### src/rtl/aes_round_sequencer.sv
// aes_round_sequencer
// -------------------
// Iterative AES-128 controller that drives one shared combinational round
// unit through a full encrypt or decrypt. It performs the initial
// AddRoundKey and then ten round passes. On each pass it requests the
// matching round key from an asynchronous-read key store.
//
// Build option:
//   AES_SEQ_PIPE_EN  When defined, rd_result is registered and every round
//                    pass takes two cycles (issue, then capture). done moves
//                    from cycle 12 to cycle 22. Results are identical in
//                    both builds.
//
// Timing in the default build: start is sampled in IDLE (cycle 0), INIT is
// cycle 1, ROUND r is cycle 1+r, and DONE is cycle 12.

module aes_round_sequencer (
    input  logic         clk,
    input  logic         n_rst,
    input  logic         start,
    input  logic         encrypt,
    input  logic [127:0] data_in,
    output logic         busy,
    output logic         done,
    output logic [127:0] data_out,
    output logic [3:0]   key_idx,
    input  logic [127:0] key_in,
    output logic [127:0] rd_state,
    output logic [127:0] rd_key,
    output logic         rd_encrypt,
    output logic         rd_last,
    input  logic [127:0] rd_result
);

    // Controller states
    localparam logic [1:0] ST_IDLE  = 2'd0;
    localparam logic [1:0] ST_INIT  = 2'd1;
    localparam logic [1:0] ST_ROUND = 2'd2;
    localparam logic [1:0] ST_DONE  = 2'd3;

    // Index of the final round and of the last round key
    localparam logic [3:0] LAST_ROUND = 4'd10;

    logic [1:0]   fsm_q;
    logic [3:0]   round_q;
    logic [127:0] block_q;
    logic         dir_q;
    logic [127:0] data_out_q;

    // High on the cycle whose edge commits a new value into the block register
    logic         round_commit;
    // Value committed into the block register at the end of a round pass
    logic [127:0] round_value;

`ifdef AES_SEQ_PIPE_EN
    // phase_q = 0: issue cycle, round unit output is captured into result_q
    // phase_q = 1: capture cycle, result_q is committed to the block register
    logic         phase_q;
    logic [127:0] result_q;

    // The round pass completes on the capture cycle, using the registered result
    always_comb begin
        round_commit = (fsm_q == ST_ROUND) && phase_q;
        round_value  = result_q;
    end

    // Issue/capture phase toggle and the registered copy of the round output
    always_ff @(posedge clk or negedge n_rst) begin
        if (!n_rst) begin
            phase_q  <= 1'b0;
            result_q <= '0;
        end else if (fsm_q == ST_ROUND) begin
            phase_q <= ~phase_q;
            if (!phase_q) begin
                result_q <= rd_result;
            end
        end else begin
            phase_q <= 1'b0;
        end
    end
`else
    // Every ROUND cycle completes a pass directly from the round unit output
    always_comb begin
        round_commit = (fsm_q == ST_ROUND);
        round_value  = rd_result;
    end
`endif

    // State sequencing IDLE -> INIT -> ROUND x10 -> DONE -> IDLE
    always_ff @(posedge clk or negedge n_rst) begin
        if (!n_rst) begin
            fsm_q <= ST_IDLE;
        end else begin
            case (fsm_q)
                ST_IDLE: begin
                    if (start) begin
                        fsm_q <= ST_INIT;
                    end
                end
                ST_INIT: begin
                    fsm_q <= ST_ROUND;
                end
                ST_ROUND: begin
                    if (round_commit && (round_q == LAST_ROUND)) begin
                        fsm_q <= ST_DONE;
                    end
                end
                ST_DONE: begin
                    fsm_q <= ST_IDLE;
                end
                default: begin
                    fsm_q <= ST_IDLE;
                end
            endcase
        end
    end

    // Round counter: 0 at start, 1 after INIT, advances per pass and stops at 10
    always_ff @(posedge clk or negedge n_rst) begin
        if (!n_rst) begin
            round_q <= 4'd0;
        end else begin
            case (fsm_q)
                ST_IDLE: begin
                    if (start) begin
                        round_q <= 4'd0;
                    end
                end
                ST_INIT: begin
                    round_q <= 4'd1;
                end
                ST_ROUND: begin
                    if (round_commit && (round_q != LAST_ROUND)) begin
                        round_q <= round_q + 4'd1;
                    end
                end
                default: begin
                    round_q <= round_q;
                end
            endcase
        end
    end

    // Block state register: load input, whiten with first key, then take each round result
    always_ff @(posedge clk or negedge n_rst) begin
        if (!n_rst) begin
            block_q <= '0;
        end else begin
            case (fsm_q)
                ST_IDLE: begin
                    if (start) begin
                        block_q <= data_in;
                    end
                end
                ST_INIT: begin
                    block_q <= block_q ^ key_in;
                end
                ST_ROUND: begin
                    if (round_commit) begin
                        block_q <= round_value;
                    end
                end
                default: begin
                    block_q <= block_q;
                end
            endcase
        end
    end

    // Direction is captured only when an operation is accepted
    always_ff @(posedge clk or negedge n_rst) begin
        if (!n_rst) begin
            dir_q <= 1'b0;
        end else if ((fsm_q == ST_IDLE) && start) begin
            dir_q <= encrypt;
        end
    end

    // Result register updates only on the final round pass and holds otherwise
    always_ff @(posedge clk or negedge n_rst) begin
        if (!n_rst) begin
            data_out_q <= '0;
        end else if (round_commit && (round_q == LAST_ROUND)) begin
            data_out_q <= round_value;
        end
    end

    // Round-key index: ascending for encrypt, descending for decrypt, 0 when idle
    always_comb begin
        key_idx = 4'd0;
        case (fsm_q)
            ST_INIT: begin
                key_idx = dir_q ? 4'd0 : LAST_ROUND;
            end
            ST_ROUND: begin
                key_idx = dir_q ? round_q : (LAST_ROUND - round_q);
            end
            default: begin
                key_idx = 4'd0;
            end
        endcase
    end

    // Status flags and round-unit drive derived from state and registers
    always_comb begin
        busy       = (fsm_q != ST_IDLE);
        done       = (fsm_q == ST_DONE);
        rd_last    = (fsm_q == ST_ROUND) && (round_q == LAST_ROUND);
        rd_state   = block_q;
        rd_key     = key_in;
        rd_encrypt = dir_q;
        data_out   = data_out_q;
    end

endmodule
### config.mk
export PLATFORM = sky130hd
export DESIGN_NAME = aes_round_sequencer
export DESIGN_NICKNAME = d
export VERILOG_FILES = /design/src/rtl/aes_round_sequencer.sv
export SDC_FILE = /design/constraint.sdc
export NUM_CORES = 1
export LEC_CHECK = 0
export CORE_AREA = 3 3 306 308
export DETAILED_ROUTE_END_ITERATION = 10
export DIE_AREA = 0 0 309 311
export DONT_BUFFER_PORTS = 1
export GPL_ROUTABILITY_DRIVEN = 0
export PLACE_DENSITY = 0.36
export REMOVE_ABC_BUFFERS = 1
export SYNTH_ARGS = -nofsm -noshare
export SYNTH_HDL_FRONTEND = slang
export SYNTH_SLANG_ARGS = --single-unit
### constraint.sdc
create_clock -name clk -period 4.07 [get_ports clk]
set_input_delay 0.814 -clock clk [delete_from_list [all_inputs] [get_ports clk]]
set_output_delay 0.814 -clock clk [all_outputs]
set_load 0.01 [all_outputs]
# Word-level counts from Yosys, hierarchy flattened
# Cells that the tools add are included.
dict set report classes {
  n_addsub 2
  mul 0
  n_div 0
  n_lt_le_gt_ge 0
  eq_ne 8
  shifts 0
  n_mux 11
  bitwise_logic 1
  n_reduce_logical 9
}
# operator n
set op_table {}
lappend op_table {{$pmux W128 S3} 1}
lappend op_table {{$mux W128} 1}
lappend op_table {{$xor A128 B128 Y128} 1}
lappend op_table {{$mux W4} 4}
lappend op_table {{$pmux W4 S3} 1}
lappend op_table {{$pmux W2 S4} 1}
lappend op_table {{$pmux W4 S2} 1}
lappend op_table {{$add A4 B1 Y4 const B} 1}
lappend op_table {{$eq A2 B2 Y1 const B} 2}
lappend op_table {{$eq A4 B4 Y1 const B} 1}
lappend op_table {{$mux W2} 2}
lappend op_table {{$ne A2 B2 Y1 const B} 2}
lappend op_table {{$ne A4 B4 Y1 const B} 1}
lappend op_table {{$reduce_and A2 Y1} 2}
lappend op_table {{$sub A4 B4 Y4 const A} 1}
lappend op_table {{$logic_and A1 B1 Y1} 3}
lappend op_table {{$reduce_and A3 Y1} 1}
lappend op_table {{$reduce_bool A3 Y1} 1}
lappend op_table {{$eq A2 B1 Y1 const B} 1}
lappend op_table {{$logic_not A2 Y1} 1}
lappend op_table {{$ne A2 B1 Y1 const B} 1}
lappend op_table {{$reduce_bool A2 Y1} 1}
dict set report word_totals {
  regBits 263
  latchBits 0
  ramBits 0
  mem_bits_ro 0
  inputBits 388
  word_cells 36
  n_memories 0
}

# Logic depth before layout (Yosys ltp)
dict set report depth {
  depth_word 4
  depth_mapped 10
  depth_no_buf 7
}

# Worst setup path after synthesis
# Ideal clock, no wire load.
dict set report synth_path {
  kind {reg-to-output}
  from {register fsm_q[0]}
  to {output port key_idx[3]}
  arrival_time_ns 1.679
  t_required_ns 3.256
  path_slack_ns 1.577
  stages_incl_launch_ff 9
  path_cell_list {dfrtp_1 -> inv_1 -> ha_1 -> inv_1 -> nor2_2 -> buf_2 -> buf_2 -> nand2_1 -> o22ai_1}
}
dict set report synth_between {
  elab_chain_cells 2
  word_cells_on_any_way 3
  cone_classes {eq/ne: 2; mux: 1}
}
# element line
set synth_lines {}
lappend synth_lines {{from (decl)} 44} ;# logic [1:0] fsm_q;
lappend synth_lines {{from (signal assigned)} 92} ;# fsm_q <= ST_IDLE;
lappend synth_lines {{from (signal assigned)} 97} ;# fsm_q <= ST_INIT;
lappend synth_lines {{from (signal assigned)} 101} ;# fsm_q <= ST_ROUND;
lappend synth_lines {{$eq A2 B2 Y1 / $eq A2 B1 Y1 (equally long branches)} 191} ;# case (fsm_q)
lappend synth_lines {{$pmux W4 S2 *} 191}
lappend synth_lines {{to (decl)} 26} ;# output logic [3:0] key_idx,
# Mark *: on every way between the ends. The rest lies on a longest branch, timed or not.

# Worst setup path after layout
# Ends and elaborated chain as after synthesis.

==> reports/results.ini <==
[yosys]
synth_top_area_cell=dfrtp_1
synth_area_leaders=dfrtp_1 (47%), nand2_1 (11%), a221oi_1 (8.1%), o2bb2ai_1 (8.1%), buf_4 (7.1%)
synth_compound_area_share_pct=21.5
synth_cells=1459
ys_seq_area_share_pct=47.3
synthesis.area_sq_um=13900
synth_cell_types=35
synthXorXnorAreaFrac_pct=0.0630
synth_mux_area_share_pct=0.153
synthAdderAreaFrac_pct=0.630
synthSimpleGateAreaFrac_pct=18.1
ys_warn_count=0
ys_ff_latch=263
synth_top_area_share_pct=47.3
synth_top_family_by_area=compound AO/OA/AOI/OAI gates
avgSynthCellArea_sq_um=9.53

[power_and_ir_drop]
comb_power_share_pct=36.7
switching_share_pct=42.2
power_density_nw_per_um2=780
netSwitchingPower_mw=4.98
leakage_nw=5.46
seqPwrFrac_pct=36.2
p_int_mw=6.81
clkPwrFrac_pct=27.1
ir_drop_v=0.000693

[job]
drv_cap=0

[cts]
cts.sinks=263
cts_setup_buffers=0
cts_buffers=37
insertion_delay_ns=0.54
clock_path_buffers=3
cts.clk_slew.worst_paths_ns=0.05
cts_tree=built
cts_root_buffer=clkbuf_16
htreeDepth=2

[final_layout]
drive_gt1_share_pct=5.88
finish.utilization_pct=16.5
fill_cells=10200
nets=1664
final_cell_mix=nand2_1 (391), dfrtp_1 (263), o21ai_0 (132)
final_common_cell=nand2_1
syn2layout_area_growth_pct=8.64

[route]
drc=0
dr.first_iter.drc_count=623
routed_via_density=4.41
route.met3.wl_um=4840
vias=11000
ant_nets=0
wl_um=53000
dr.pass1.iters=5
top_layer_used=met4
wl_met2_um=27200
wl_per_cell_um=21.3
m1WireLength_um=18500

[grt]
grt_pass1_vias=11200
grt_overflow=0
track_usage_pct=10.5
antenna_found_initial=11
grt_max_degree=264
grt_pass1_wl_um=78200

[critical_path]
critPathMaxStageDelay_ns=0.43
required_ns=3.26
worstPathCellList=inv_1, ha_1, inv_4, nor2_4, nand2_1, o22ai_1
worst_ep_arrival_time_ns=2.41
worstSetupPathType=reg2out
slowest_stage=ha_1
start_kind=register
critPathCaptureType=output pin
path_max_fanout=66

[place]
post-dp-hpwl_um=37100
place_ws_ns=1.10
numPortBuffers=0

[floorplanning]
dieArea_sq_um=96100
die_y_um=311
core_area_sq_um=91400
rows=111
die_w_um=309
initial_utilization_pct=15.2
io_pins=780

[timing]
clock-skew-final_ns=0.0207
max_freq_mhz=310
whs_ns=-0.0186
fin_crit_sh_pct=79.2
drv_slew=0
slew_headroom_pct=33.1
setup_viol=0
worst_pin_slew_ns=1.00
final.setup.tns_ns=0
layout_setup_ws_ns=0.845
min_period_ns=3.23
finalHoldViolCount=16
rsz0062_at_grt=no

[run_status]
failed_checks=hold timing
status=complete, but fails checks

[worst_hold_path]
hold_class=in2async

critical path: cells and delay by family, from the launching register on:
family | cells | cell delay [ns]
flops | 1 | 0.40
fa+ha+maj | 1 | 0.43
buf+inv | 2 | 0.38
simple gates | 2 | 0.29
compound gates | 1 | 0.36
metrics by stage:
stage	hold slack, ns	cell area, sq um	cells	power, mW
2_1_floorplan	0.514	12200	1217	7.22
3_3_place_gp	0.525	13900	2416	8.41
3_5_place_dp	0.524	13900	2416	8.64
4_1_cts	-0.0956	15100	2478	12.0
5_1_grt	-0.0834	15100	2490	12.6
6_report	-0.0186	15100	2490	11.8
cells in the mapped netlist:
cell	n
nor2_2	1
a21oi_1	5
nor3b_1	128
nor2_1	7
inv_1	7
nand2_1	392
a22o_1	1
or2_1	1
nand3_1	1
mux2i_1	1
clkbuf_1	45
or2_2	1
and2_1	1
buf_8	1
a2111oi_2	1
xnor2_1	1
buf_2	34
dfrtp_1	263
buf_4	131
ha_1	7
a211oi_1	1
clkinv_2	1
o22ai_1	1
a221oi_1	128
mux2_2	1
nand3b_1	1
nand4_1	1
buf_1	2
o32a_1	1
o31ai_1	1
nor2b_1	2
o2bb2ai_1	128
or3_1	1
o21ai_0	132
buf_6	29
worst paths after layout:
kind	from	endpoint	slack (ns)	depth (start not counted)
max	fsm_q[0]	key_idx[3]	0.84	6
min	n_rst	rd_state[12]	-0.02	0
max reg2reg	fsm_q[0]	rd_state[12]	1.10	6
min reg2reg	data_out[92]	data_out[92]	0.55	2
max in group asynchronous	n_rst	data_out[7]	3.60	0
min in group clk	rd_result[81]	data_out[81]	0.38	2
repair_timing:
action | in CTS | in global routing
endpoints found under the hold margin | 263 | 187
gates resized for setup | 0 | 0
setup endpoints to repair | 0 | 0
per-layer routing:
layer / GRT usage, % / up-vias
li1: - / 4733
met1: 11.2 / 5517
met2: 18.2 / 614
met3: 3.47 / 114
met4: 5.48 / 0
met5: 0 / -
power by group through the flow:
stage                     clock network (mW)  registers [mW]  logic (mW)
after global routing                    3.44            4.33        4.82
final                                   3.19            4.27        4.32
after global placement                     0            4.29        4.11
after detailed placement                   0            4.28        4.36
after CTS                               3.35            4.25        4.35
after floorplan                            0            4.02        3.20
cells by family after synthesis:
| kind of cell | after synthesis |
|---|---|
| and+or+nand+nor | 537 |
| muxes | 2 |
| DFF | 263 |
| xor gates and xnor gates | 1 |
| AOI/OAI and AO/OA | 399 |
| adders and majority gates | 7 |
| buffers and inverters | 250 |
flip-flops by register name, indices dropped and copies added (netlist names):
register	cells
round_q	4
rd_encrypt	1
rd_state	128
data_out	128
fsm_q	2
area by class of cell:
cell class | count | area (sq um) | share of cell area, %
Inverter | 8 | 35.0 | 0.232
Clock buffer | 58 | 1130 | 7.51
Sequential cell | 263 | 6580 | 43.6
Tap cell | 1186 | 1480 | 9.82
Clock inverter | 4 | 47.5 | 0.315
Antenna cell | 12 | 30.0 | 0.199
Timing Repair Buffer | 13 | 148 | 0.977
Multi-Input combinational cell | 946 | 5650 | 37.4
No activity file was read; power rests on OpenSTA's default activity.
